--- config.mk ---
export PLATFORM = sky130hd
export DESIGN_NAME = xmit_pkt_gen
export DESIGN_NICKNAME = d
export VERILOG_FILES = /design/src/rtl/xmit_pkg.sv /design/src/rtl/xmit_lfsr8.sv /design/src/rtl/xmit_pkt_gen.sv
export SDC_FILE = /design/constraint.sdc
export NUM_CORES = 1
export LEC_CHECK = 0
export ABC_AREA = 1
export BUFFER_PORTS_ARGS = -buffer_cell sky130_fd_sc_hd__buf_2
export CORE_MARGIN = 1
export CORE_UTILIZATION = 50
export DETAILED_ROUTE_END_ITERATION = 8
export GPL_TIMING_DRIVEN = 0
export PLACE_DENSITY_LB_ADDON = 0.1
export REMOVE_ABC_BUFFERS = 1
export SLEW_MARGIN = 20
export SYNTH_ARGS = -nofsm -noshare
export SYNTH_HDL_FRONTEND = slang
export SYNTH_HIERARCHICAL = 1
export SYNTH_SLANG_ARGS = --single-unit
--- constraint.sdc ---
create_clock -name clk_sys -period 2 [get_ports clk_sys]
set_input_delay 0.2 -clock clk_sys [delete_from_list [all_inputs] [get_ports clk_sys]]
set_output_delay 0.2 -clock clk_sys [all_outputs]
set_load 0.01 [all_outputs]
--- src/rtl/xmit_pkg.sv ---
// xmit_pkg: shared state encoding, control-word layout and LFSR constants for the xmit frame generator.
package xmit_pkg;
   localparam logic [2:0] ST_IDLE = 3'd0;
   localparam logic [2:0] ST_HEAD = 3'd1;
   localparam logic [2:0] ST_BODY = 3'd2;
   localparam logic [2:0] ST_TAIL = 3'd3;
   localparam logic [2:0] ST_GAP  = 3'd4;
   localparam logic [2:0] ST_FIN  = 3'd5;
   localparam int CTRL_FIELDS = 2;
   localparam int CTRL_LO_OFS = 0;
   localparam logic [7:0] LFSR_SEED = 8'h01;
   localparam logic [7:0] LFSR_TAPS = 8'hB8;
endpackage

--- src/rtl/xmit_lfsr8.sv ---
// xmit_lfsr8: 8-bit Galois LFSR (x^8+x^6+x^5+x^4+1), right-shifting, reloadable to the seed.
module xmit_lfsr8 import xmit_pkg::*; (
   input  logic       clk_sys,
   input  logic       reset,
   input  logic       enable,
   input  logic       load,
   output logic [7:0] q
);
   always_ff @(posedge clk_sys)
      if (reset || load) q <= LFSR_SEED;
      else if (enable) q <= (q >> 1) ^ (q[0] ? LFSR_TAPS : 8'h00);
endmodule

--- src/rtl/xmit_pkt_gen.sv ---
// xmit_pkt_gen: configurable head/body/tail frame source for the xmitTop receive interface.
// Define XMIT_PKT_GEN_PRBS_EN to fill frame bodies from an 8-bit LFSR instead of BODY_VAL.
module xmit_pkt_gen import xmit_pkg::*; #(
   parameter int DATA_W = 8,
   parameter int LEN_W = 12,
   parameter int CNT_W = 16,
   parameter int MARK_BYTES = 4,
   parameter logic [DATA_W-1:0] MARK_VAL = 8'hFF,
   parameter logic [DATA_W-1:0] BODY_VAL = 8'h00
) (
   input  logic                 clk_sys,
   input  logic                 reset,
   input  logic                 start,
   input  logic                 pause,
   input  logic [LEN_W-1:0]     cfg_len,
   input  logic [CNT_W-1:0]     cfg_num_pkts,
   input  logic [LEN_W-1:0]     cfg_gap,
   input  logic                 cfg_hi_priority,
   output logic [DATA_W-1:0]    f_data_out,
   output logic                 f_data_valid,
   output logic                 f_frame_valid,
   output logic [2*LEN_W-1:0]   f_ctrl_out,
   output logic                 f_hi_priority,
   output logic                 busy,
   output logic                 done,
   output logic [CNT_W-1:0]     pkt_count
);
   localparam logic [LEN_W-1:0] MIN_LEN = LEN_W'(2*MARK_BYTES+1);
   localparam logic [LEN_W-1:0] MARK_LAST = LEN_W'(MARK_BYTES-1);
   logic [2:0] state;
   logic [LEN_W-1:0] cyc, len_q, gap_q, body_last;
   logic [CNT_W-1:0] num_q;
   logic prio_q, phase_end, last_pkt, active;
   logic [DATA_W-1:0] body_byte;
   assign body_last = len_q - MIN_LEN;
   assign phase_end = state == ST_BODY ? cyc == body_last :
                      state == ST_GAP  ? cyc == gap_q - LEN_W'(1) : cyc == MARK_LAST;
   assign last_pkt = pkt_count + CNT_W'(1) == num_q;
   always_ff @(posedge clk_sys)
      if (reset) begin
         state <= ST_IDLE;
         cyc <= '0;
         len_q <= '0;
         gap_q <= '0;
         num_q <= '0;
         prio_q <= 1'b0;
         pkt_count <= '0;
      end else if (state == ST_IDLE) begin
         if (start) begin
            len_q <= cfg_len < MIN_LEN ? MIN_LEN : cfg_len;
            gap_q <= cfg_gap;
            num_q <= cfg_num_pkts;
            prio_q <= cfg_hi_priority;
            pkt_count <= '0;
            cyc <= '0;
            state <= cfg_num_pkts == '0 ? ST_FIN : ST_HEAD;
         end
      end else if (state == ST_FIN) begin
         state <= ST_IDLE;
      end else if (!pause && phase_end) begin
         cyc <= '0;
         pkt_count <= state == ST_TAIL ? pkt_count + CNT_W'(1) : pkt_count;
         state <= state == ST_HEAD ? ST_BODY :
                  state == ST_BODY ? ST_TAIL :
                  state == ST_GAP  ? ST_HEAD :
                  last_pkt         ? ST_FIN  :
                  gap_q == '0      ? ST_HEAD : ST_GAP;
      end else if (!pause) begin
         cyc <= cyc + LEN_W'(1);
      end
`ifdef XMIT_PKT_GEN_PRBS_EN
   logic [7:0] lfsr_q;
   xmit_lfsr8 u_lfsr (
      .clk_sys(clk_sys),
      .reset(reset),
      .enable(state == ST_BODY && !pause),
      .load(state == ST_IDLE && start),
      .q(lfsr_q)
   );
   assign body_byte = DATA_W'(lfsr_q);
`else
   assign body_byte = BODY_VAL;
`endif
   // pause masks the byte stream combinationally, so a held first HEAD cycle re-emits its strobe later
   assign active = (state == ST_HEAD || state == ST_BODY || state == ST_TAIL) && !pause;
   assign busy = state != ST_IDLE;
   assign done = state == ST_FIN;
   assign f_data_valid = active;
   assign f_frame_valid = active && state == ST_HEAD && cyc == '0;
   assign f_ctrl_out = f_frame_valid ? {CTRL_FIELDS{len_q}} : '0;
   assign f_data_out = !active ? '0 : state == ST_BODY ? body_byte : MARK_VAL;
   assign f_hi_priority = busy && prio_q;
endmodule
Word level (Yosys, flattened, before mapping)
Index checks and enable logic that the tools add are counted.
{ "classes": {"order_cmp": 1, "eq_ne": 12, "add_sub_neg": 4, "n_mux": 26, "n_reduce_logical": 20} }
{ "op_table": {"columns": ["operator", "count"], "rows": [
  ["$mux 16", 5],
  ["$mux 12", 6],
  ["$mux 3", 10],
  ["$eq 12x12->1", 2],
  ["$logic_not 12->1", 2],
  ["$mux 24", 1],
  ["$add 16x1->16 const B", 1],
  ["$eq 16x16->1", 1],
  ["$logic_not 16->1", 1],
  ["$mux 8", 2],
  ["$add 12x1->12 const B", 1],
  ["$eq 12x2->1 const B", 1],
  ["$lt 12x4->1 const B", 1],
  ["$sub 12x1->12 const B", 1],
  ["$sub 12x4->12 const B", 1],
  ["$eq 3x2->1 const B", 2],
  ["$eq 3x3->1 const B", 2],
  ["$reduce_bool 3->1", 2],
  ["$logic_and 1x1->1", 5],
  ["$reduce_and 2->1", 2],
  ["$reduce_and 4->1", 1],
  ["$reduce_bool 2->1", 2],
  ["$eq 3x1->1 const B", 1],
  ["$logic_not 3->1", 1],
  ["other kinds (7)", 9]
]} }
{ "totals": {"output_inout_bits": 53, "ff_bits": 72, "elab_cells": 70, "inputBits": 45} }

Logic depth before layout (Yosys ltp)
Gate-level depths: netlist of run 1.
{ "depth": {"depth_word": 9, "depth_mapped": 19, "mapped_depth_nobuf": 19} }

Least setup slack after synthesis of run 1
No wires, ideal clock.
{ "synth_path": {"path_kind": "flip-flop to output port", "from": "register state[0]", "to": "output f_ctrl_out[20]", "required_ns": 1.800, "path_stages_with_launch": 9, "setup_slack_ns": -0.069, "n_path_buf": 2, "t_arrival_ns": 1.869, "path_cell_list": "dfxtp_1 -> inv_2 -> nor2_1 -> inv_1 -> nor4_1 -> inv_1 -> clkbuf_1 -> nor2_1 -> buf_4"} }
{ "synth_via": {"elab_chain_len": 7} }
{ "synth_rtl": {"columns": ["element", "line", "rtl"], "rows": [
  ["from (decl)", "xmit_pkt_gen.sv:30", "logic [2:0] state;"],
  ["from (signal assigned)", "xmit_pkt_gen.sv:56", "state <= cfg_num_pkts == '0 ? ST_FIN : ST_HEAD;"],
  ["from (signal assigned)", "xmit_pkt_gen.sv:63", "state <= state == ST_HEAD ? ST_BODY :"],
  ["$eq 3x1->1 or $eq 3x2->1 (tied branches)", "xmit_pkt_gen.sv:85, xmit_pkt_gen.sv:89", null],
  ["$logic_or 1x1->1 (2 in series)", "xmit_pkt_gen.sv:85", "assign active = (state == ST_HEAD || state == ST_BODY || state == ST_TAIL) && !pause;"],
  ["$logic_and 1x1->1", "xmit_pkt_gen.sv:85", null],
  ["$logic_and 1x1->1 * (2 in series)", "xmit_pkt_gen.sv:89", "assign f_frame_valid = active && state == ST_HEAD && cyc == '0;"],
  ["net f_frame_valid", "xmit_pkt_gen.sv:21", "output logic f_frame_valid,"],
  ["$mux 24 *", "xmit_pkt_gen.sv:90", "assign f_ctrl_out = f_frame_valid ? {CTRL_FIELDS{len_q}} : '0;"],
  ["to (decl)", "xmit_pkt_gen.sv:22", "output logic [2*LEN_W-1:0] f_ctrl_out,"]
]} }
The timed path passes the listed nets; every way through them passes the cells marked *.

Final worst setup path of run 1
{ "layout_path": {"from": "register len_q[0]", "to": "register pkt_count[10]"} }
{ "layout_via": {"elab_chain_len": 6} }
{ "layout_rtl": {"columns": ["element", "line", "rtl"], "rows": [
  ["from (decl)", "xmit_pkt_gen.sv:31", "logic [LEN_W-1:0] cyc, len_q, gap_q, body_last;"],
  ["from (signal assigned)", "xmit_pkt_gen.sv:50", "len_q <= cfg_len < MIN_LEN ? MIN_LEN : cfg_len;"],
  ["$sub 12x4->12", "xmit_pkt_gen.sv:35", "assign body_last = len_q - MIN_LEN;"],
  ["$eq 12x12->1", "xmit_pkt_gen.sv:36", "assign phase_end = state == ST_BODY ? cyc == body_last :"],
  ["$mux 1", "xmit_pkt_gen.sv:36", null],
  ["$logic_and 1x1->1", "xmit_pkt_gen.sv:60", "end else if (!pause && phase_end) begin"],
  ["$reduce_bool 2->1 (no source line)", null, null],
  ["$reduce_and 4->1 (no source line)", null, null],
  ["to (signal assigned)", "xmit_pkt_gen.sv:62", "pkt_count <= state == ST_TAIL ? pkt_count + CNT_W'(1) : pkt_count;"],
  ["to (decl)", "xmit_pkt_gen.sv:26", "output logic [CNT_W-1:0] pkt_count"]
]} }
Every way passes these cells.
A chain may end at the register's enable or synchronous reset.

==> impl_metrics.csv, run 1 <==
group,metric,value,unit
drt,drc,0,
layout,antennaDiodeCount,0,
power_and_ir_drop,powerDensity,1250,mW/mm2
placement,io_buffers,97,
timing,setup_viol,55,
timing,hold_viol,0,
worst_setup_path,path_max_fanout,8,
timing,finalCritPeriodShare,113,%
global_routing,grt_first_pass_wirelength,24.1,mm
worst_setup_path,worst_setup_path_start_kind,"register",
global_routing,grt_usage,30.7,%
job,max-cap-violations,0,
synth,yosys_warnings,6,
floorplanning,rows,35,
floorplanning,start_util,51.3,%
clock_tree,ctsHoldBuffers,0,
drt,wl,15.5,mm
synth,synth-edff-count,0,
drt,drt_pass1_iterations,5,
drt,avgViaCountPerCell,5.57,
clock_tree,cts_tree,"done",
synth,synth_top_area_cell,"dfxtp_1",
floorplanning,die_y,99.1,um
placement,dp_hpwl,9.75,mm
worst_setup_path,crit_required,2.21,ns
floorplanning,die_w,99.1,um
clock_tree,clk-insertion-delay-late,0.36,ns
drt,drtAntennaViolNets,0,
clock_tree,clockBufferDepth,2,
timing,finClkSkew,0.0110,ns
placement,dp.cells,916,
run_status,violations,"negative setup slack",
synth,ys.flop_type,"dfxtp_1",
drt,drtIter0Drc,301,
clock_tree,clock-sinks,72,
global_routing,grt_pass1_vias,5170,
clock_tree,clkTransAtPathRegs,0.08,ns
layout,layout-drive-gt1-share,37.3,%
timing,max_slew_margin,50.0,%
run_status,status,"finished with violations",
timing,fmax,444,MHz
synth,synthTopCellsByCount,"nand2_1 (177), inv_1 (92), nor2_1 (92)",
layout,final_area,0.00638,mm2
floorplanning,core_area,0.00920,mm2
hold_path,hold_path_class,"input pin to register",
worst_setup_path,crit_arrival,2.46,ns
synth,yosysTopAreaCellShare,30.6,%
synth,avgSynthCellArea,6.30,um2
worst_setup_path,end_kind,"register",
synth,async_reset_ff_share,0,%
power_and_ir_drop,p_total,7.99,mW
placement,placed_area,0.00510,mm2
drt,vias,5454,
floorplanning,pin_count,98,
worst_setup_path,setup.worst_path.class,"register to register",
layout,area_growth_syn_to_layout,35.2,%
power_and_ir_drop,power.leakage,2.90,nW
layout,nets,915,
synth,synthesis.area,0.00472,mm2
global_routing,globalRouteOverflowTotal,0,
timing,tightest_slew,0.745,ns
synth,synth.most_common_cell,"nand2_1",
global_routing,grt_max_degree,43,
clock_tree,numCtsBuffers,9,
floorplanning,dieArea,0.00983,mm2
synth,ys_seq_area_share,30.6,%
placement,gp_congestion,0.902,
synth,synthCells,749,
timing,rsz0062_at_grt,"true",
layout,layout.cells.non_filler,980,
timing,fin_ws,-0.250,ns
clock_tree,htree_num_levels,3,
timing,finalCriticalPeriod,2.25,ns
power_and_ir_drop,ir_drop,633,uV
synth,ys_types,39,
timing,slew_violations,0,
synth,synth_seq_cells,72,
clock_tree,cts-root-buf,"clkbuf_8",
global_routing,antenna_found_initial,0,
synth,synth_area_leaders,"dfxtp_1 (31%), nand2_1 (14%), inv_1 (7.3%)",
drt,avgRoutedWirePerCell,15.8,um
==> kinds of logic (layout without fill, tap and decap cells) <==
logic type | after synthesis | after routing | share of synthesized area (%)
buffers and inverters | 142 | 260 | 13.9
adders and majority gates | 6 | 6 | 1.59
AOI/OAI and AO/OA | 108 | 108 | 12.3
DFF | 72 | 72 | 30.6
xor gates and xnor gates | 20 | 20 | 4.01
and+or+nand+nor | 401 | 403 | 37.6
==> flip-flops by register name (all words and copies together) (netlist names) <==
| register | cells |
|---|---|
| cyc | 12 |
| prio_q | 1 |
| num_q | 16 |
| state | 3 |
| gap_q | 12 |
| len_q | 12 |
| pkt_count | 16 |
==> repair_timing <==
| item | in CTS | in global routing |
|---|---|---|
| cloned | 4 | 0 |
| hold endpoints to repair | 0 | 0 |
| buffers inserted | 31 | 13 |
| gates resized for setup | 131 | 80 |
| endpoints found under the setup margin | 98 | 85 |
| pin swaps | 23 | 31 |
==> critical path, cell delays in order (launching register included) <==
cell and delay [ns]:
dfxtp_2 0.36, inv_4 0.05, ha_4 0.17, nand2_4 0.10
nand2_8 0.08, nand2_1 0.13, nand3_4 0.11, nand3_1 0.10
nand2_1 0.06, nor2_1 0.09, nand2_1 0.06, nor2_2 0.13
nand3_4 0.17, nand2_8 0.14, nand3_4 0.17, nand2_2 0.10
a21oi_1 0.07
==> layer usage <==
| metal | wire, um | GRT usage (%) |
|---|---|---|
| met5 | 0 | 0 |
| met4 | 549 | 13.6 |
| met3 | 946 | 5.34 |
| met2 | 7800 | 55.4 |
| met1 | 6170 | 35.8 |
==> final cells by class <==
| type | count | area, um2 |
|---|---|---|
| timing repair inverter | 2 | 12.5 |
| inverter | 99 | 415 |
| multi-input combinational | 537 | 3190 |
| fill | 783 | 2820 |
| sequential | 72 | 1500 |
| clock buffer | 11 | 141 |
| timing repair buffer | 143 | 896 |
| tap | 111 | 139 |
| clock inverter | 5 | 80.1 |
==> final timing paths <==
path                                       from             to  slack [ns]  cells after the start
worst max-delay path                   len_q[0]  pkt_count[10]       -0.25                     16
worst min-delay path            cfg_num_pkts[5]       num_q[5]        0.09                      3
worst max register to register         len_q[0]  pkt_count[10]       -0.25                     16
worst min register to register         num_q[2]       num_q[2]        0.47                      2
==> report_power, final <==
group,internal [mW],switching (mW),total [mW]
clock,0.735,0.589,1.32
combinational,1.72,2.89,4.61
sequential,1.74,0.312,2.05
total,4.20,3.79,7.99
==> placed cells by master (no fill, tap or decap), types with 6 or more instances in the layout <==
cell type / instances
xor2_1: 17
nand2_1: 137
nand3_2: 12
nor3_1: 10
dfxtp_2: 9
nor4_1: 6
nor2_4: 13
nor2_1: 61
inv_1: 74
nand4_1: 28
dfxtp_1: 50
dfxtp_4: 13
nor2_2: 23
nand2_2: 32
buf_2: 97
inv_2: 14
o21ai_0: 34
nand2_4: 9
nand3_1: 51
nand3_4: 6
clkbuf_8: 10
buf_4: 39
a21oi_1: 47
a211oi_1: 10
==> per-stage QoR <==
stage	TNS [ns]	hold WS (ns)	worst slack, ns	utilization, %
detailed placement	-49.23	0.459	-1.03	55.5
global placement	-91.41	0.448	-1.69	55.1
floorplan	-31.22	0.269	-0.744	-
global route	-14.64	0.0896	-0.388	69.3
finish	-8.69	0.0866	-0.250	69.3
CTS	-2.97	0.0873	-0.106	65.5
No activity file was read; power rests on OpenSTA's default activity.
==> run 2, diff against run 1 <==
Settings changed: ABC_AREA 1 to 0.
==> impl_metrics.csv, run 2 <==
group,metric,value,unit
timing,fmax,321,MHz
worst_setup_path,setup.worst_path.class,"register to register",
floorplanning,core_area,0.00872,mm2
floorplanning,start_util,51.6,%
timing,holdWs,0.0689,ns
placement,gp_congestion,0.918,
drt,avgRoutedWirePerCell,15.0,um
drt,wl,12.1,mm
synth,synth.most_common_cell,"nand2_1",
synth,synthCells,611,
worst_setup_path,rr_startpoint,"gap_q[0]",
power_and_ir_drop,p_int,2.82,mW
worst_setup_path,startpoint,"gap_q[0]",
drt,dr_wl_met3,562,um
synth,synth-edff-count,0,
drt,dr.max_layer_used,"met4",
floorplanning,rows,34,
global_routing,grt_first_pass_wirelength,19.7,mm
floorplanning,die_w,96.8,um
timing,finalCritPeriodShare,156,%
synth,synthesis.area,0.00450,mm2
worst_setup_path,crit_arrival,3.36,ns
worst_setup_path,worst_setup_path_start_kind,"register",
synth,yosys_warnings,6,
hold_path,hold_path_class,"input pin to register",
power_and_ir_drop,swShare,35.6,%
timing,rsz0062_at_grt,"true",
layout,nets,745,
floorplanning,pin_count,98,
timing,slew_violations,0,
power_and_ir_drop,powerDensity,786,mW/mm2
layout,antennaDiodeCount,0,
synth,ys_types,54,
global_routing,globalRouteOverflowTotal,0,
synth,yosysTopAreaCellShare,32.1,%
synth,avgSynthCellArea,7.36,um2
timing,fin_ws,-1.12,ns
clock_tree,ctsHoldBuffers,0,
clock_tree,cts-root-buf,"clkbuf_8",
drt,vias,4574,
power_and_ir_drop,power_frac_clock,26.1,%
layout,area_growth_syn_to_layout,24.0,%
hold_path,hp-start,"cfg_gap[1]",
hold_path,holdPathStages,3,
clock_tree,clockBufferDepth,2,
synth,async_reset_ff_share,0,%
worst_setup_path,worst_r2r_path_depth,11,
synth,synthTopCellsByCount,"nand2_1 (92), dfxtp_1 (72), a21oi_1 (53)",
clock_tree,clk-insertion-delay-late,0.36,ns
synth,synth_area_leaders,"dfxtp_1 (32%), nand2_1 (7.7%), xnor2_1 (6.4%)",
layout,reg_top3,"num_q (16), pkt_count (16)",
layout,layout_commonest_cell,"buf_2",
layout,mostFrequentLayoutCells,"buf_2 (97), nand2_1 (90), dfxtp_1 (65)",
clock_tree,clock-sinks,72,
placement,dp_hpwl,8.16,mm
power_and_ir_drop,combPwrFrac,34.8,%
power_and_ir_drop,power_frac_seq,39.1,%
synth,synth_seq_cells,72,
timing,finClkSkew,0.00771,ns
clock_tree,htree_num_levels,3,
floorplanning,die_y,96.8,um
timing,max_slew_margin,38.6,%
drt,avgViaCountPerCell,5.67,
drt,wirelength_met1,5.12,mm
power_and_ir_drop,power_switching,1.56,mW
clock_tree,clkTransAtPathRegs,0.08,ns
global_routing,grt_max_degree,49,
power_and_ir_drop,power.leakage,2.30,nW
run_status,violations,"negative setup slack",
drt,drc,0,
clock_tree,numCtsBuffers,9,
timing,finalCriticalPeriod,3.12,ns
drt,drt_pass1_iterations,5,
layout,final_core_util,64.0,%
global_routing,grt_pass1_vias,4155,
drt,drtAntennaViolNets,0,
worst_setup_path,path_max_fanout,8,
worst_setup_path,end_kind,"register",
drt,drtIter0Drc,236,
power_and_ir_drop,ir_drop,415,uV
layout,layout-drive-gt1-share,27.9,%
run_status,status,"finished with violations",
floorplanning,dieArea,0.00938,mm2
timing,tightest_slew,0.921,ns
global_routing,grt_usage,25.5,%
drt,wl_met2,6.14,mm
timing,hold_viol,0,
synth,ys.flop_type,"dfxtp_1",
global_routing,antenna_found_initial,0,
placement,io_buffers,97,
job,max-cap-violations,0,
synth,synth_top_area_cell,"dfxtp_1",
worst_setup_path,crit_required,2.24,ns
synth,ys_seq_area_share,32.1,%
clock_tree,cts_tree,"done",
timing,setup_viol,56,
[run 2: changes by cell type in the layout (fill, tap and decap cells not counted), sizes merged, moves of 17 or more]
cell   before  now
inv        96   29
xnor2       2   33
and2        1   18
buf       143  119
nor2       97   50
nand3      69   12
nand2     182   92
[run 2: timing repair]
action / in CTS / in global routing
endpoints found under the setup margin: 107 / 59
buffers inserted: 17 / 5
pin swaps: 23 / 6
cloned: 3 / 0
gates resized for setup: 62 / 26
[run 2: area by class of cell]
type / count / area (um2)
clock inverters: 6 / 60.1
well taps: 108 / 135
fillers: 780 / 3140
inverters: 29 / 111
clock buffers: 10 / 128
flip-flops and latches: 72 / 1460
multi-input cells: 462 / 2970
repair buffers: 120 / 712
[run 2: cells by family after synthesis]
group | synth area share (%)
buffers and inverters | 8.24
and+or+nand+nor | 29.6
AOI/OAI and AO/OA | 16.6
adders and majority gates | 1.67
DFF | 32.1
xor gates and xnor gates | 10.9
muxes | 0.918
[run 2: power by group through the flow]
| stage | registers, mW | clock network, mW | logic (mW) |
|---|---|---|---|
| after floorplan | 1.68 | 0 | 0.818 |
| after global routing | 1.73 | 1.21 | 1.64 |
| after detailed placement | 1.73 | 0 | 1.14 |
| final | 1.71 | 1.14 | 1.52 |
| after global placement | 1.72 | 0 | 1.12 |
| after CTS | 1.71 | 1.15 | 1.42 |
[run 2: worst paths after layout]
kind,endpoint,slack (ns)
worst min-delay path,gap_q[1],0.07
worst min register to register,num_q[15],0.47
worst max register to register,pkt_count[0],-1.12
worst max-delay path,pkt_count[0],-1.12
[run 2: stage by stage]
step | area [um2] | TNS, ns | cells | total power, mW | setup WS (ns)
floorplan | 4240 | -54.84 | 561 | 2.50 | -1.12
global placement | 4860 | -77.50 | 766 | 2.84 | -1.69
detailed placement | 4860 | -66.31 | 766 | 2.87 | -1.81
CTS | 5460 | -31.48 | 802 | 4.28 | -1.02
global route | 5580 | -39.31 | 807 | 4.58 | -1.23
finish | 5580 | -34.34 | 807 | 4.38 | -1.12
[run 2: worst max-delay path, cell delays in order (launching register included)]
cell,delay [ns]
dfxtp_4,0.37
buf_6,0.11
or4_4,0.58
nor3_2,0.20
xnor2_1,0.19
o22ai_1,0.14
xnor2_1,0.32
nand4b_1,0.21
nor4b_4,0.34
a311o_2,0.29
clkbuf_16,0.18
mux2i_1,0.07
[run 2: per-layer routing]
| metal | GRT usage [%] | vias to the layer above |
|---|---|---|
| met5 | 0 | - |
| met4 | 10.3 | 0 |
| met3 | 4.19 | 30 |
| met2 | 44.5 | 125 |
| met1 | 31.1 | 2141 |
| li1 | - | 2278 |
